### config.mk
export PLATFORM = sky130hd
export DESIGN_NAME = collision_event_handler_flat
export DESIGN_NICKNAME = d
export VERILOG_FILES = /design/src/rtl/collision_event_handler_if.sv /design/src/rtl/collision_event_handler.sv /design/src/flat_wrapper.sv
export SDC_FILE = /design/constraint.sdc
export NUM_CORES = 1
export LEC_CHECK = 0
export ABC_AREA = 1
export BUFFER_PORTS_ARGS = -buffer_cell sky130_fd_sc_hd__buf_2
export CAP_MARGIN = 20
export CORE_MARGIN = 3
export CORE_UTILIZATION = 51
export CTS_BUF_LIST = sky130_fd_sc_hd__clkbuf_4
export CTS_CLUSTER_SIZE = 28
export DETAILED_ROUTE_END_ITERATION = 6
export HOLD_SLACK_MARGIN = 0.06
export PLACE_DENSITY = 0.83
export SETUP_SLACK_MARGIN = 0.3
export SYNTH_ARGS = -nofsm -noshare
export SYNTH_HDL_FRONTEND = slang
export SYNTH_SLANG_ARGS = --single-unit
### constraint.sdc
create_clock -name clk -period 2.25 [get_ports clk]
set_input_delay 0.3375 -clock clk [delete_from_list [all_inputs] [get_ports clk]]
set_output_delay 0.3375 -clock clk [all_outputs]
set_load 0.02 [all_outputs]
### src/rtl/collision_event_handler_if.sv
// ---------------------------------------------------------------------------
// collision_event_handler_if
//
// Groups the signals between the frame-level game logic (collision event
// handler) and its neighbours: the per-pixel collision detector and scan
// counters on the input side, and the bubble-split / arrow-reload /
// character-respawn logic on the output side.
//
// Signal summary (direction seen from the handler, i.e. the slave modport):
//   startOfFrame    in   1-cycle pulse marking the frame boundary
//   newGame         in   1-cycle pulse restarting the game
//   bubbleHitChar   in   per-pixel bubble/character overlap
//   arrowHitBubble  in   per-pixel arrow/bubble overlap
//   pixelX, pixelY  in   current scan position (11 bits each)
//   charHit         out  1-cycle pulse: character lost a life
//   arrowHit        out  1-cycle pulse: arrow struck a bubble this frame
//   hitX, hitY      out  first arrow/bubble pixel of the evaluated frame
//   lives           out  remaining lives
//   score           out  current score (SCORE_W bits)
//   invulnerable    out  high while the character is in post-hit grace
//   gameOver        out  high once lives reach zero
//   fsm_state       out  raw FSM state, for observation only
//
// Handshake semantics: there is no valid/ready back-pressure. Every input is
// sampled on each rising clock edge. charHit and arrowHit are event strobes:
// each is high for exactly one cycle, the cycle after the startOfFrame that
// closed the frame containing the collision, and the consumer must act on
// that cycle. hitX/hitY are valid from the arrowHit cycle until the next
// arrowHit; lives/score/invulnerable/gameOver are levels valid every cycle.
//
// Modports:
//   master  drives the inputs (collision detector / testbench side)
//   slave   the handler itself
// ---------------------------------------------------------------------------
interface collision_event_handler_if #(
  parameter int SCORE_W = 14
);
  logic               startOfFrame;
  logic               newGame;
  logic               bubbleHitChar;
  logic               arrowHitBubble;
  logic [10:0]        pixelX;
  logic [10:0]        pixelY;
  logic               charHit;
  logic               arrowHit;
  logic [10:0]        hitX;
  logic [10:0]        hitY;
  logic [2:0]         lives;
  logic [SCORE_W-1:0] score;
  logic               invulnerable;
  logic               gameOver;
  logic [1:0]         fsm_state;

  modport master (
    output startOfFrame, newGame, bubbleHitChar, arrowHitBubble, pixelX, pixelY,
    input  charHit, arrowHit, hitX, hitY, lives, score, invulnerable, gameOver,
    input  fsm_state
  );

  modport slave (
    input  startOfFrame, newGame, bubbleHitChar, arrowHitBubble, pixelX, pixelY,
    output charHit, arrowHit, hitX, hitY, lives, score, invulnerable, gameOver,
    output fsm_state
  );
endinterface

### src/rtl/collision_event_handler.sv
// ---------------------------------------------------------------------------
// collision_event_handler
//
// Turns per-pixel collision flags into one event per frame. During a frame
// the two collision inputs are OR-ed into sticky flags, and the position of
// the first arrow/bubble pixel is captured. At each startOfFrame the flags
// of the frame just finished are evaluated against the game FSM
// (PLAY / INVULN / GAME_OVER), producing charHit/arrowHit strobes one cycle
// later, and updating lives, score and the invulnerability timer.
//
// Ports:
//   clk    in  system clock
//   reset  in  asynchronous, active-high reset
//   bus    collision_event_handler_if.slave (see interface header)
//
// Parameters:
//   INIT_LIVES      lives loaded at reset and on newGame (1..7)
//   INVULN_FRAMES   frame boundaries spent invulnerable after a hit (>=1)
//   POINTS_PER_HIT  score added for each frame containing an arrow hit
//   SCORE_W         score width
//   SCORE_MAX       score saturation value (< 2**SCORE_W)
// ---------------------------------------------------------------------------
module collision_event_handler #(
  parameter int INIT_LIVES     = 3,
  parameter int INVULN_FRAMES  = 60,
  parameter int POINTS_PER_HIT = 10,
  parameter int SCORE_W        = 14,
  parameter int SCORE_MAX      = 9999
) (
  input logic                   clk,
  input logic                   reset,
  collision_event_handler_if.slave bus
);

  localparam int TIMER_W = $clog2(INVULN_FRAMES + 1);

  localparam logic [1:0] ST_PLAY      = 2'd0;
  localparam logic [1:0] ST_INVULN    = 2'd1;
  localparam logic [1:0] ST_GAME_OVER = 2'd2;

  logic [1:0]         state;
  logic [2:0]         lives;
  logic [SCORE_W-1:0] score;
  logic [TIMER_W-1:0] timer;

  // Flags and capture for the frame currently being scanned.
  logic               char_flag;
  logic               arrow_flag;
  logic [10:0]        cap_x;
  logic [10:0]        cap_y;

  logic               char_hit;
  logic               arrow_hit;
  logic [10:0]        hit_x;
  logic [10:0]        hit_y;

  // Saturating score increment. The sum is one bit wider than the score so
  // that the overflow past SCORE_MAX is visible before the compare.
  logic [SCORE_W:0]   score_sum;
  logic [SCORE_W-1:0] score_inc;

  always_comb begin
    score_sum = {1'b0, score} + (SCORE_W + 1)'(POINTS_PER_HIT);
    score_inc = score;
    if (score_sum > (SCORE_W + 1)'(SCORE_MAX)) begin
      score_inc = SCORE_W'(SCORE_MAX);
    end else begin
      score_inc = score_sum[SCORE_W-1:0];
    end
  end

  always_ff @(posedge clk or posedge reset) begin
    if (reset) begin
      state      <= ST_PLAY;
      lives      <= 3'(INIT_LIVES);
      score      <= '0;
      timer      <= '0;
      char_flag  <= 1'b0;
      arrow_flag <= 1'b0;
      cap_x      <= '0;
      cap_y      <= '0;
      char_hit   <= 1'b0;
      arrow_hit  <= 1'b0;
      hit_x      <= '0;
      hit_y      <= '0;
    end else begin
      // Strobes are high for one cycle only.
      char_hit  <= 1'b0;
      arrow_hit <= 1'b0;

      if (bus.newGame) begin
        // newGame overrides a coinciding frame boundary: the finished frame
        // is discarded and collision inputs of this cycle are dropped too.
        state      <= ST_PLAY;
        lives      <= 3'(INIT_LIVES);
        score      <= '0;
        timer      <= '0;
        char_flag  <= 1'b0;
        arrow_flag <= 1'b0;
      end else if (bus.startOfFrame) begin
        // Evaluate the frame that just ended.
        case (state)
          ST_PLAY: begin
            if (arrow_flag) begin
              score     <= score_inc;
              arrow_hit <= 1'b1;
              hit_x     <= cap_x;
              hit_y     <= cap_y;
            end
            if (char_flag) begin
              char_hit <= 1'b1;
              if (lives > 3'd1) begin
                lives <= lives - 3'd1;
                timer <= TIMER_W'(INVULN_FRAMES);
                state <= ST_INVULN;
              end else begin
                // Last life: clamp at zero rather than wrapping.
                lives <= 3'd0;
                state <= ST_GAME_OVER;
              end
            end
          end
          ST_INVULN: begin
            // Character collisions are ignored, including on the exit
            // boundary; arrows still score.
            if (arrow_flag) begin
              score     <= score_inc;
              arrow_hit <= 1'b1;
              hit_x     <= cap_x;
              hit_y     <= cap_y;
            end
            timer <= timer - TIMER_W'(1);
            if (timer <= TIMER_W'(1)) begin
              timer <= '0;
              state <= ST_PLAY;
            end
          end
          ST_GAME_OVER: begin
            // Everything frozen until newGame.
          end
          default: begin
            state <= ST_PLAY;
          end
        endcase

        // Inputs on the boundary cycle belong to the new frame.
        char_flag  <= bus.bubbleHitChar;
        arrow_flag <= bus.arrowHitBubble;
        if (bus.arrowHitBubble) begin
          cap_x <= bus.pixelX;
          cap_y <= bus.pixelY;
        end
      end else begin
        char_flag <= char_flag | bus.bubbleHitChar;
        // Only the first arrow pixel of the frame is captured.
        if (bus.arrowHitBubble && !arrow_flag) begin
          cap_x <= bus.pixelX;
          cap_y <= bus.pixelY;
        end
        arrow_flag <= arrow_flag | bus.arrowHitBubble;
      end
    end
  end

  assign bus.charHit      = char_hit;
  assign bus.arrowHit     = arrow_hit;
  assign bus.hitX         = hit_x;
  assign bus.hitY         = hit_y;
  assign bus.lives        = lives;
  assign bus.score        = score;
  assign bus.invulnerable = (state == ST_INVULN);
  assign bus.gameOver     = (state == ST_GAME_OVER);
  assign bus.fsm_state    = state;

endmodule

### src/flat_wrapper.sv
// flat-port wrapper written by rule: the top's interface ports become plain ports
module collision_event_handler_flat 
#(
  parameter int INIT_LIVES     = 3,
  parameter int INVULN_FRAMES  = 60,
  parameter int POINTS_PER_HIT = 10,
  parameter int SCORE_W        = 14,
  parameter int SCORE_MAX      = 9999
)
  (clk, reset, bus_startOfFrame, bus_newGame, bus_bubbleHitChar, bus_arrowHitBubble, bus_pixelX, bus_pixelY, bus_charHit, bus_arrowHit, bus_hitX, bus_hitY, bus_lives, bus_score, bus_invulnerable, bus_gameOver, bus_fsm_state);
  collision_event_handler_if #(.SCORE_W(SCORE_W)) bus_i ();
  input logic clk;
  input logic reset;
  input wire logic [$bits(bus_i.startOfFrame)-1:0] bus_startOfFrame;
  input wire logic [$bits(bus_i.newGame)-1:0] bus_newGame;
  input wire logic [$bits(bus_i.bubbleHitChar)-1:0] bus_bubbleHitChar;
  input wire logic [$bits(bus_i.arrowHitBubble)-1:0] bus_arrowHitBubble;
  input wire logic [$bits(bus_i.pixelX)-1:0] bus_pixelX;
  input wire logic [$bits(bus_i.pixelY)-1:0] bus_pixelY;
  output wire logic [$bits(bus_i.charHit)-1:0] bus_charHit;
  output wire logic [$bits(bus_i.arrowHit)-1:0] bus_arrowHit;
  output wire logic [$bits(bus_i.hitX)-1:0] bus_hitX;
  output wire logic [$bits(bus_i.hitY)-1:0] bus_hitY;
  output wire logic [$bits(bus_i.lives)-1:0] bus_lives;
  output wire logic [$bits(bus_i.score)-1:0] bus_score;
  output wire logic [$bits(bus_i.invulnerable)-1:0] bus_invulnerable;
  output wire logic [$bits(bus_i.gameOver)-1:0] bus_gameOver;
  output wire logic [$bits(bus_i.fsm_state)-1:0] bus_fsm_state;
  assign bus_i.startOfFrame = bus_startOfFrame;
  assign bus_i.newGame = bus_newGame;
  assign bus_i.bubbleHitChar = bus_bubbleHitChar;
  assign bus_i.arrowHitBubble = bus_arrowHitBubble;
  assign bus_i.pixelX = bus_pixelX;
  assign bus_i.pixelY = bus_pixelY;
  assign bus_charHit = bus_i.charHit;
  assign bus_arrowHit = bus_i.arrowHit;
  assign bus_hitX = bus_i.hitX;
  assign bus_hitY = bus_i.hitY;
  assign bus_lives = bus_i.lives;
  assign bus_score = bus_i.score;
  assign bus_invulnerable = bus_i.invulnerable;
  assign bus_gameOver = bus_i.gameOver;
  assign bus_fsm_state = bus_i.fsm_state;
  collision_event_handler #(.INIT_LIVES(INIT_LIVES), .INVULN_FRAMES(INVULN_FRAMES), .POINTS_PER_HIT(POINTS_PER_HIT), .SCORE_W(SCORE_W), .SCORE_MAX(SCORE_MAX)) u_core (.clk(clk), .reset(reset), .bus(bus_i));
endmodule
==> qor_table.md <==
| Quantity | This run |
| --- | --- |
| Effective utilization at floorplan | 53.8% |
| Master cell of the clock root buffer | clkbuf_4 |
| Biggest area contributors in the synthesized netlist | dfrtp_1 51%, nand2_1 14%, mux2_2 6.5% |
| Number of fill cells | 556 |
| Power density relative to cell area | 776 nW/µm² |
| Half-perimeter wire length after detailed placement | 5280 µm |
| Path type of the worst min-delay path | primary input to register |
| Crit path max fanout | 6 |
| IO buf count | 72 |
| Warnings from Yosys | 0 |
| Post-synth EDFFs | 0 |
| Combined area of the multi-input logic cells | 1460 µm² |
| H-tree depth | 3 |
| Share of post-route cells with drive strength above 1 | 30.4% |
| Worst Setup Path Type | register to register |
| Number of standard-cell rows in the floorplan | 29 |
| Leak pwr | 0.00216 µW |
| Run status | complete, no violations |
| Number of antenna violations at the first check in global routing | 0 |
| Flip-flop and latch count after synthesis | 73 |
| CTS sink count | 73 |
| Number of nets still failing antenna checks after routing | 0 |
| Final setup TNS | 0 ns |
| Die outline area | 7840 µm² |
| Routed via count | 2836 |
| Detailed router's first-iteration violation count | 132 |
| Required time at the worst-slack endpoint | 2.58 ns |
| Setup slack at placement | 0.445 ns |
| Max Clock Skew | 0.0128 ns |
| Seq/Total Area, Yosys | 52.6% |
| FF/Latch Area | 1830 µm² |
| Final antenna diode count | 0 |
| Syn-to-layout area delta | 18.0% |
| Commonest cells in the netlist | 126 x nand2_1, 71 x dfrtp_1, 38 x inv_1, 29 x nor2_1, 20 x mux2_2 |
| Worst hold margin | 0.147 ns |
| Post-synth ARST share | 100% |
| Core Footprint | 6460 µm² |
| M1 GR Usage | 24.1% |
| Number of primary I/O pins | 73 |
| Dominant cell type by area after synthesis | dfrtp_1 |
| Maximum buffer depth of the clock tree | 2 |
| 1st-pass router iterations | 4 |
| Post-synthesis instance area | 3480 µm² |
| Drt total wl | 7280 µm |
| Net count after synthesis | 427 |
| Post-layout nets | 509 |
| Synth Flop Type | dfrtp_1 |
| Largest net degree at the start of global routing | 44 |
| Max Cap Viol | 0 |
| VDD IR max | 0.642 mV |
| Worst Setup Slack, final | 0.431 ns |
| Post-synthesis cell type count | 36 |
| Final GP Congestion | 0.857 |
| Most repeated cell in the gate-level netlist after synthesis | nand2_1 |
| Tmin final | 1.82 ns |
| GR Util met3 | 7.26% |
| Hold violation total from the final report | 0 |
| Fin. max-slew vios | 0 |
| Fraction of post-synthesis cell area in the top cell type by area | 51.1% |
| Slew at the pin closest to its max-slew limit | 0.701 ns |
| Startpoint types | register |
| Data arrival, critical path | 2.15 ns |
| Die outline height | 88.6 µm |
| Total global routing overflow | 0 |
| Final number of setup-violating endpoints | 0 |
| Unrepaired setup endpoints after global routing | no |
| Part of the cycle the worst path needs | 80.8% |
| Via count of the first global-routing pass | 2808 |
| FMAX | 550 MHz |
| Most congested layer reported by global routing | met2 |
| Clock transition at the registers of the reported paths | 0.12 ns |
| Synthesized area per cell | 8.84 µm² |
| Global-route wire length before repair | 12300 µm |
| Global-route usage over all layers | 20.3% |
| Average wire per standard cell | 13.1 µm |
| Die Wd | 88.6 µm |
| Worst slew margin relative to its limit | 53.2% |
| Detail-routed via count per cell | 5.09 |
| Worst skew pair latency | 0.42 ns |
| Synthesized instance count | 393 |
| Grt met2 use | 34.3% |
| DRC | 0 |
| CTS tree | yes |
| Crit path capture type | register |
| Final Util | 63.5% |
| Number of buffers added by the clock tree synthesis step | 9 |
==> registers in the layout, summed over array words and instances (netlist names) <==
signal	flops
u_core.bus.fsm_state	2
u_core.bus.score	14
u_core.bus.lives	3
u_core.char_flag	1
u_core.bus.hitY	11
u_core.bus.hitX	11
u_core.bus.arrowHit	1
u_core.cap_x	11
u_core.timer	6
u_core.arrow_flag	1
u_core.bus.charHit	1
u_core.cap_y	11
==> metal layers <==
layer | vias to the layer above | routed length (µm) | share of wire [%]
li1 | 1418 | - | -
met1 | 1333 | 3060 | 42
met2 | 74 | 3660 | 50
met3 | 11 | 436 | 6.0
met4 | 0 | 126 | 1.7
met5 | - | 0 | 0
==> power by group <==
part,total (µW),switching [µW],internal [µW],leakage (µW)
clock,724,483,241,0.0000567
combinational,790,496,295,0.00118
sequential,1670,135,1530,0.000918
total,3180,1110,2070,0.00216
==> through the flow <==
step	instance area (µm²)	instances	power, µW
after floorplan	3480	393	2200
after global placement	3940	537	2430
after detailed placement	3940	537	2470
after CTS	4070	554	3190
after global routing	4100	557	3380
final	4100	557	3180
==> placed cells by master (no fill, tap or decap), types with 10 or more instances in the layout <==
cell,synthesis,final
a21oi_1,11,11
dfrtp_1,71,70
nand2_2,10,11
nand3_1,18,18
inv_1,38,37
clkbuf_4,0,10
nand2_1,126,125
nor2_1,29,27
mux2_2,20,20
buf_2,3,72
o21ai_0,14,14
==> worst paths after layout <==
| check | from | end | slack [ns] | depth (start not counted) |
|---|---|---|---|---|
| min in group asynchronous | reset | u_core.bus.hitY[9] | 0.55 | 3 |
| worst min register to register | u_core.bus.hitY[10] | u_core.bus.hitY[10] | 0.48 | 2 |
| max in group asynchronous | reset | u_core.cap_x[3] | 1.06 | 4 |
| worst max-delay path | u_core.bus.lives[1] | u_core.timer[5] | 0.43 | 7 |
| worst max register to register | u_core.bus.lives[1] | u_core.timer[5] | 0.43 | 7 |
| worst min-delay path | bus_pixelY[2] | u_core.cap_y[2] | 0.15 | 2 |
==> cell type report <==
class                           instances  area share (%)
Multi-Input combinational cell        269            35.6
Timing Repair Buffer                   79            10.4
Inverter                               43            4.03
Clock inverter                          6            1.07
Clock buffer                           10            1.83
Tap cell                               77            2.35
Sequential cell                        73            44.6
==> logic make-up after synthesis <==
logic type	synth area share [%]
XOR/XNOR	1.26
adder cells (fa/ha/maj)	2.16
AND/OR/NAND/NOR	25.4
multiplexers	6.48
flip-flops	52.6
AO/OA/AOI/OAI	6.44
buffers and inverters	5.62
==> repair_timing <==
action | CTS | global route
endpoints found under the setup margin | 0 | 18
gates resized for setup | 0 | 5
setup buffers | 0 | 3
endpoints found under the hold margin | 28 | 0
hold buffers | 1 | 0
==> critical path, stage by stage, from the launching register on <==
cell	delay (ns)
dfstp_2	0.56
inv_1	0.07
ha_1	0.17
o21ai_1	0.22
nor2_1	0.13
nor3_4	0.30
nand2_2	0.14
o22ai_1	0.15
(Power assumes the default switching activity.)
